--- src/rtl/hack_fetch_unit.sv ---
// hack_fetch_unit: owns the PC, fetches from the boot ROM and buffers words in a 2-entry queue.
// Optional FETCH_RANGE_CHECK_EN: a fetch at or beyond ROM_DEPTH pushes 0, sets range_fault and halts.
module hack_fetch_unit #(
   parameter logic [15:0] BOOT_ADDR = 16'h0000,
   parameter int          ROM_DEPTH = 256
) (
   input  logic        clk,
   input  logic        rst_n,
   input  logic        en,
   output logic [15:0] rom_addr,
   input  logic [15:0] rom_data,
   output logic        out_valid,
   input  logic        out_ready,
   output logic [15:0] out_instr,
   output logic [15:0] out_pc,
   input  logic        jmp_valid,
   input  logic [15:0] jmp_addr,
   input  logic        halt_req,
   output logic        halted,
   output logic        range_fault
);
   typedef enum logic [1:0] {IDLE = 2'd0, RUN = 2'd1, HALT = 2'd2} state_t;

   state_t      state_reg, state_next;
   logic [15:0] fetch_pc_reg, fetch_pc_next;
   logic [1:0]  count_reg, count_next;
   logic [15:0] ent_pc_reg [2];
   logic [15:0] ent_instr_reg [2];
   logic [15:0] ent_pc_next [2];
   logic [15:0] ent_instr_next [2];

   logic        jump, pop, fetch, range_halt;
   logic [15:0] push_instr;
   logic [1:0]  base_count;

   assign out_valid = (count_reg != 2'd0);
   assign pop       = out_valid && out_ready;
   assign jump      = (state_reg != IDLE) && jmp_valid;
   assign fetch     = (state_reg == RUN) && !jmp_valid && ((count_reg < 2'd2) || pop);
   assign rom_addr  = fetch_pc_reg;
   assign out_pc    = ent_pc_reg[0];
   assign out_instr = ent_instr_reg[0];
   assign halted    = (state_reg == HALT);

`ifdef FETCH_RANGE_CHECK_EN
   localparam logic [16:0] ROM_LIMIT = 17'(ROM_DEPTH);
   logic range_fault_reg;

   assign range_halt  = fetch && ({1'b0, fetch_pc_reg} >= ROM_LIMIT);
   assign push_instr  = range_halt ? 16'h0000 : rom_data;
   assign range_fault = range_fault_reg;

   always_ff @(posedge clk or negedge rst_n) begin
      if (!rst_n) begin
         range_fault_reg <= 1'b0;
      end else if (range_halt) begin
         range_fault_reg <= 1'b1;
      end
   end
`else
   assign range_halt  = 1'b0;
   assign push_instr  = rom_data;
   assign range_fault = 1'b0;
`endif

   always_comb begin
      state_next = state_reg;
      case (state_reg)
         IDLE: begin
            if (en) state_next = RUN;
         end
         RUN: begin
            // a jump wins over halt and keeps the stage running
            if (jmp_valid)       state_next = RUN;
            else if (halt_req)   state_next = HALT;
            else if (range_halt) state_next = HALT;
            else if (!en)        state_next = IDLE;
         end
         HALT: begin
            if (jmp_valid) state_next = RUN;
         end
         default: state_next = IDLE;
      endcase
   end

   always_comb begin
      fetch_pc_next = fetch_pc_reg;
      if (jump) begin
         fetch_pc_next = jmp_addr;
      end else if (fetch && !range_halt) begin
         fetch_pc_next = fetch_pc_reg + 16'd1;
      end
   end

   // Pop shifts the tail forward first, then a push lands at the first free slot.
   always_comb begin
      ent_pc_next    = ent_pc_reg;
      ent_instr_next = ent_instr_reg;
      count_next     = count_reg;
      base_count     = count_reg - {1'b0, pop};
      if (jump) begin
         count_next = 2'd0;
      end else begin
         if (pop) begin
            ent_pc_next[0]    = ent_pc_reg[1];
            ent_instr_next[0] = ent_instr_reg[1];
            count_next        = base_count;
         end
         if (fetch) begin
            if (base_count == 2'd0) begin
               ent_pc_next[0]    = fetch_pc_reg;
               ent_instr_next[0] = push_instr;
            end else begin
               ent_pc_next[1]    = fetch_pc_reg;
               ent_instr_next[1] = push_instr;
            end
            count_next = base_count + 2'd1;
         end
      end
   end

   always_ff @(posedge clk or negedge rst_n) begin
      if (!rst_n) begin
         state_reg    <= IDLE;
         fetch_pc_reg <= BOOT_ADDR;
         count_reg    <= 2'd0;
      end else begin
         state_reg    <= state_next;
         fetch_pc_reg <= fetch_pc_next;
         count_reg    <= count_next;
      end
   end

   genvar gi;
   generate
      for (gi = 0; gi < 2; gi++) begin : g_entry
         always_ff @(posedge clk or negedge rst_n) begin
            if (!rst_n) begin
               ent_pc_reg[gi]    <= 16'h0000;
               ent_instr_reg[gi] <= 16'h0000;
            end else begin
               ent_pc_reg[gi]    <= ent_pc_next[gi];
               ent_instr_reg[gi] <= ent_instr_next[gi];
            end
         end
      end
   endgenerate

endmodule

--- config.mk ---
export PLATFORM = sky130hd
export DESIGN_NAME = hack_fetch_unit
export DESIGN_NICKNAME = d
export VERILOG_FILES = /design/src/rtl/hack_fetch_unit.sv
export SDC_FILE = /design/constraint.sdc
export NUM_CORES = 1
export LEC_CHECK = 0
export CORE_MARGIN = 5
export CORE_UTILIZATION = 46
export DETAILED_ROUTE_END_ITERATION = 8
export PLACE_DENSITY = 0.76
export SETUP_SLACK_MARGIN = 0.1
export SLEW_MARGIN = 20
export SYNTH_ARGS = -nofsm -noshare
export SYNTH_HDL_FRONTEND = slang
export SYNTH_SLANG_ARGS = --single-unit
--- constraint.sdc ---
create_clock -name clk -period 2.2 [get_ports clk]
set_clock_uncertainty 0.1 [all_clocks]
set_input_delay 0.44 -clock clk [delete_from_list [all_inputs] [get_ports clk]]
set_output_delay 0.44 -clock clk [all_outputs]
set_load 0.01 [all_outputs]
==> impl_metrics.yaml <==
timing:
  finalMaxSlewViolations: 0
  worst_slew_pin_slew_ps: 723
  setup_tns_ps: -3520
  layout_setup_ws_ps: -113
  max-slew-margin-rel_pct: 51.3
  whs_ps: -12.0
  rsz0062_at_grt: "true"
  setup_viol: 51
  fin_crit_ps: 2310
  hold_violations: 5
  post-route-period-util_pct: 105
  max_freq_mhz: 432
cells_and_area:
  area_growth_pct: 35.9
  seqCellArea_um2: 2100
  nets: 484
  drive_gt1_share_pct: 23.0
  n_antenna_cell: 0
  multi_input_area_um2: 1730
  fill_cells: 681
  final_area_um2: 5610
drt:
  drc: 0
  wl_met2_um: 5370
  top_layer_used: "met4"
  wl_met1_um: 4620
  wl_met3_um: 456
  drtAntennaViolNets: 0
  drt_iter0_drc: 197
  wl_per_cell_um: 19.4
  drt-total-wl_um: 10800
  dr.pass1.iters: 4
  via_count: 3219
  viasPerCell: 5.79
clock_network:
  cts.clk_slew.worst_paths_ps: 90
  insertion_delay_ps: 350
  cts_made_buffers: 9
  cts_tree: "done"
  clockRootBuffer: "clkbuf_8"
  ctsHtreeMaxLevel: 3
  cts.sinks: 84
  clk_path_buf_depth: 2
outcome:
  status: "complete, but fails checks"
  violations: "hold timing, setup timing"
pwr:
  power_w: 0.00743
  p_leak_nw: 2.38
  power_density_nw_per_um2: 1320
  vdd_drop_max_mv: 0.561
global_routing:
  grt_max_degree: 85
  grt_pass1_wl_um: 17000
  grt_pass1_vias: 3194
  grt_usage_pct: 19.3
  grt_overflow_total: 0
  antenna_found_initial: 0
yosys:
  synth-main-ff-cell: "dfrtp_1"
  syn_inst: 357
  yosysTopAreaCellShare_pct: 50.9
  synth.top_cells.by_area: "dfrtp_1, a221o_1, mux2_2"
  ys_types: 42
  syn_area_per_cell_um2: 11.6
  syn_nets: 398
  synth_edf_count: 0
  ys_ff_latch: 84
  yosys.cell_count.top_type: "dfrtp_1"
  synth_area_leader_cell: "dfrtp_1"
  ys_warn_count: 0
  netlist_top_cells_count: "dfrtp_1, buf_4, a221o_1"
  ys_seq_area_share_pct: 50.9
  syn_area_um2: 4130
  async_reset_ff_share_pct: 100
placed_design:
  dpl_cell_area_um2: 5100
  portBuffers: 87
  gp_congestion: 0.862
  dp_hpwl_um: 6950
run:
  cap_viol_max_count: 0
critical_path:
  criticalPathCategory: "reg -> reg"
  startpoint_type: "flip-flop"
  endpoint_kind: "flip-flop"
  cp.arrival_ps: 2460
  crit_path_max_fanout: 4
  cp.required_ps: 2350
die:
  initial_core_util_pct: 47.3
  core_um2: 8720
  die_y_um: 105
  rows: 34
  die_w_um: 105
  die_area_um2: 11000
  ioPinCount: 89
worst_hold_path:
  hp-class: "in -> async"
-- layout make-up --
cell class | instances | share of cell area (%)
multi-input combinational | 213 | 30.9
tap | 108 | 2.41
clock buffer | 11 | 2.52
inverter | 6 | 0.402
clock inverter | 5 | 1.49
timing repair buffer | 129 | 24.8
sequential | 84 | 37.5
-- power breakdown --
group	internal (W)	total, W	switching [W]
registers	0.00222	0.00281	0.000587
clock network	0.000675	0.00123	0.000555
logic	0.00208	0.00339	0.00131
-- metal layers --
metal  GRT usage, %  up-vias
met4           8.49        0
met3           3.70       25
met5              0        -
met1           25.0     1612
met2           31.4       97
li1               -     1485
-- cells in the final DEF, fill, tap and decap left out, types with 5 or more instances in the layout --
| master | count |
|---|---|
| dfrtp_1 | 84 |
| clkdlybuf4s50_1 | 83 |
| a221o_1 | 35 |
| and2_1 | 29 |
| buf_4 | 26 |
| nand2_1 | 19 |
| mux2_2 | 18 |
| mux2_4 | 14 |
| nand3_1 | 14 |
| o311ai_0 | 10 |
| clkbuf_8 | 10 |
| nor2_1 | 8 |
| buf_12 | 7 |
| o21ai_0 | 6 |
| inv_1 | 5 |
| or4_1 | 5 |
| nor4_1 | 5 |
-- worst max-delay path: stages, from the launching register on --
cell	delay (ps)
dfrtp_1	410
o21a_4	230
ha_4	160
xnor2_2	130
ha_2	200
buf_4	150
nor2_4	130
buf_12	150
bufbuf_16	250
mux2_2	320
-- cells by family (layout without fill, tap and decap cells) --
family	after synthesis	in the layout	synth area share, %
and+or+nand+nor	105	105	14.8
DFF	84	84	50.9
other	1	1	0.0908
muxes	32	32	8.73
xor gates and xnor gates	1	1	0.212
AOI/OAI and AO/OA	71	71	14.8
buffers and inverters	60	151	9.58
adders and majority gates	3	3	0.909
-- final timing paths --
path | to | start | slack [ps] | cells after the start
hold reg to reg | out_instr[0]$_DFFE_PN0N_ | ent_instr_reg[0]$_DFFE_PN0P_ | 400 | 1
hold / removal | rom_addr[7]$_DFFE_PN0P_ | rst_n | -10 | 2
setup / recovery | ent_instr_reg[6]$_DFFE_PN0P_ | count_reg[1]$_DFFE_PN0P_ | -110 | 9
max in group asynchronous | ent_pc_reg[5]$_DFFE_PN0P_ | rst_n | 1630 | 2
min in group clk | out_instr[0]$_DFFE_PN0N_ | ent_instr_reg[0]$_DFFE_PN0P_ | 400 | 1
setup reg to reg | ent_instr_reg[6]$_DFFE_PN0P_ | count_reg[1]$_DFFE_PN0P_ | -110 | 9
-- per-stage QoR --
step	hold slack, ps	setup slack, ps	util, %	cells
floorplan	44.4	-96.1	-	357
global route	34.1	-182	64.3	556
CTS	28.1	-98.9	62.9	551
global placement	370	-508	58.4	528
finish	-12.0	-113	64.3	556
detailed placement	381	-553	58.4	528
-- repair_timing --
| item | CTS | global route |
|---|---|---|
| pin swaps | 9 | 1 |
| cloned | 4 | 3 |
| setup buffers | 3 | 2 |
| hold buffers | 0 | 0 |
| endpoints found under the setup margin | 66 | 64 |
| gates resized for setup | 11 | 15 |
No activity file was read; power rests on OpenSTA's default activity.
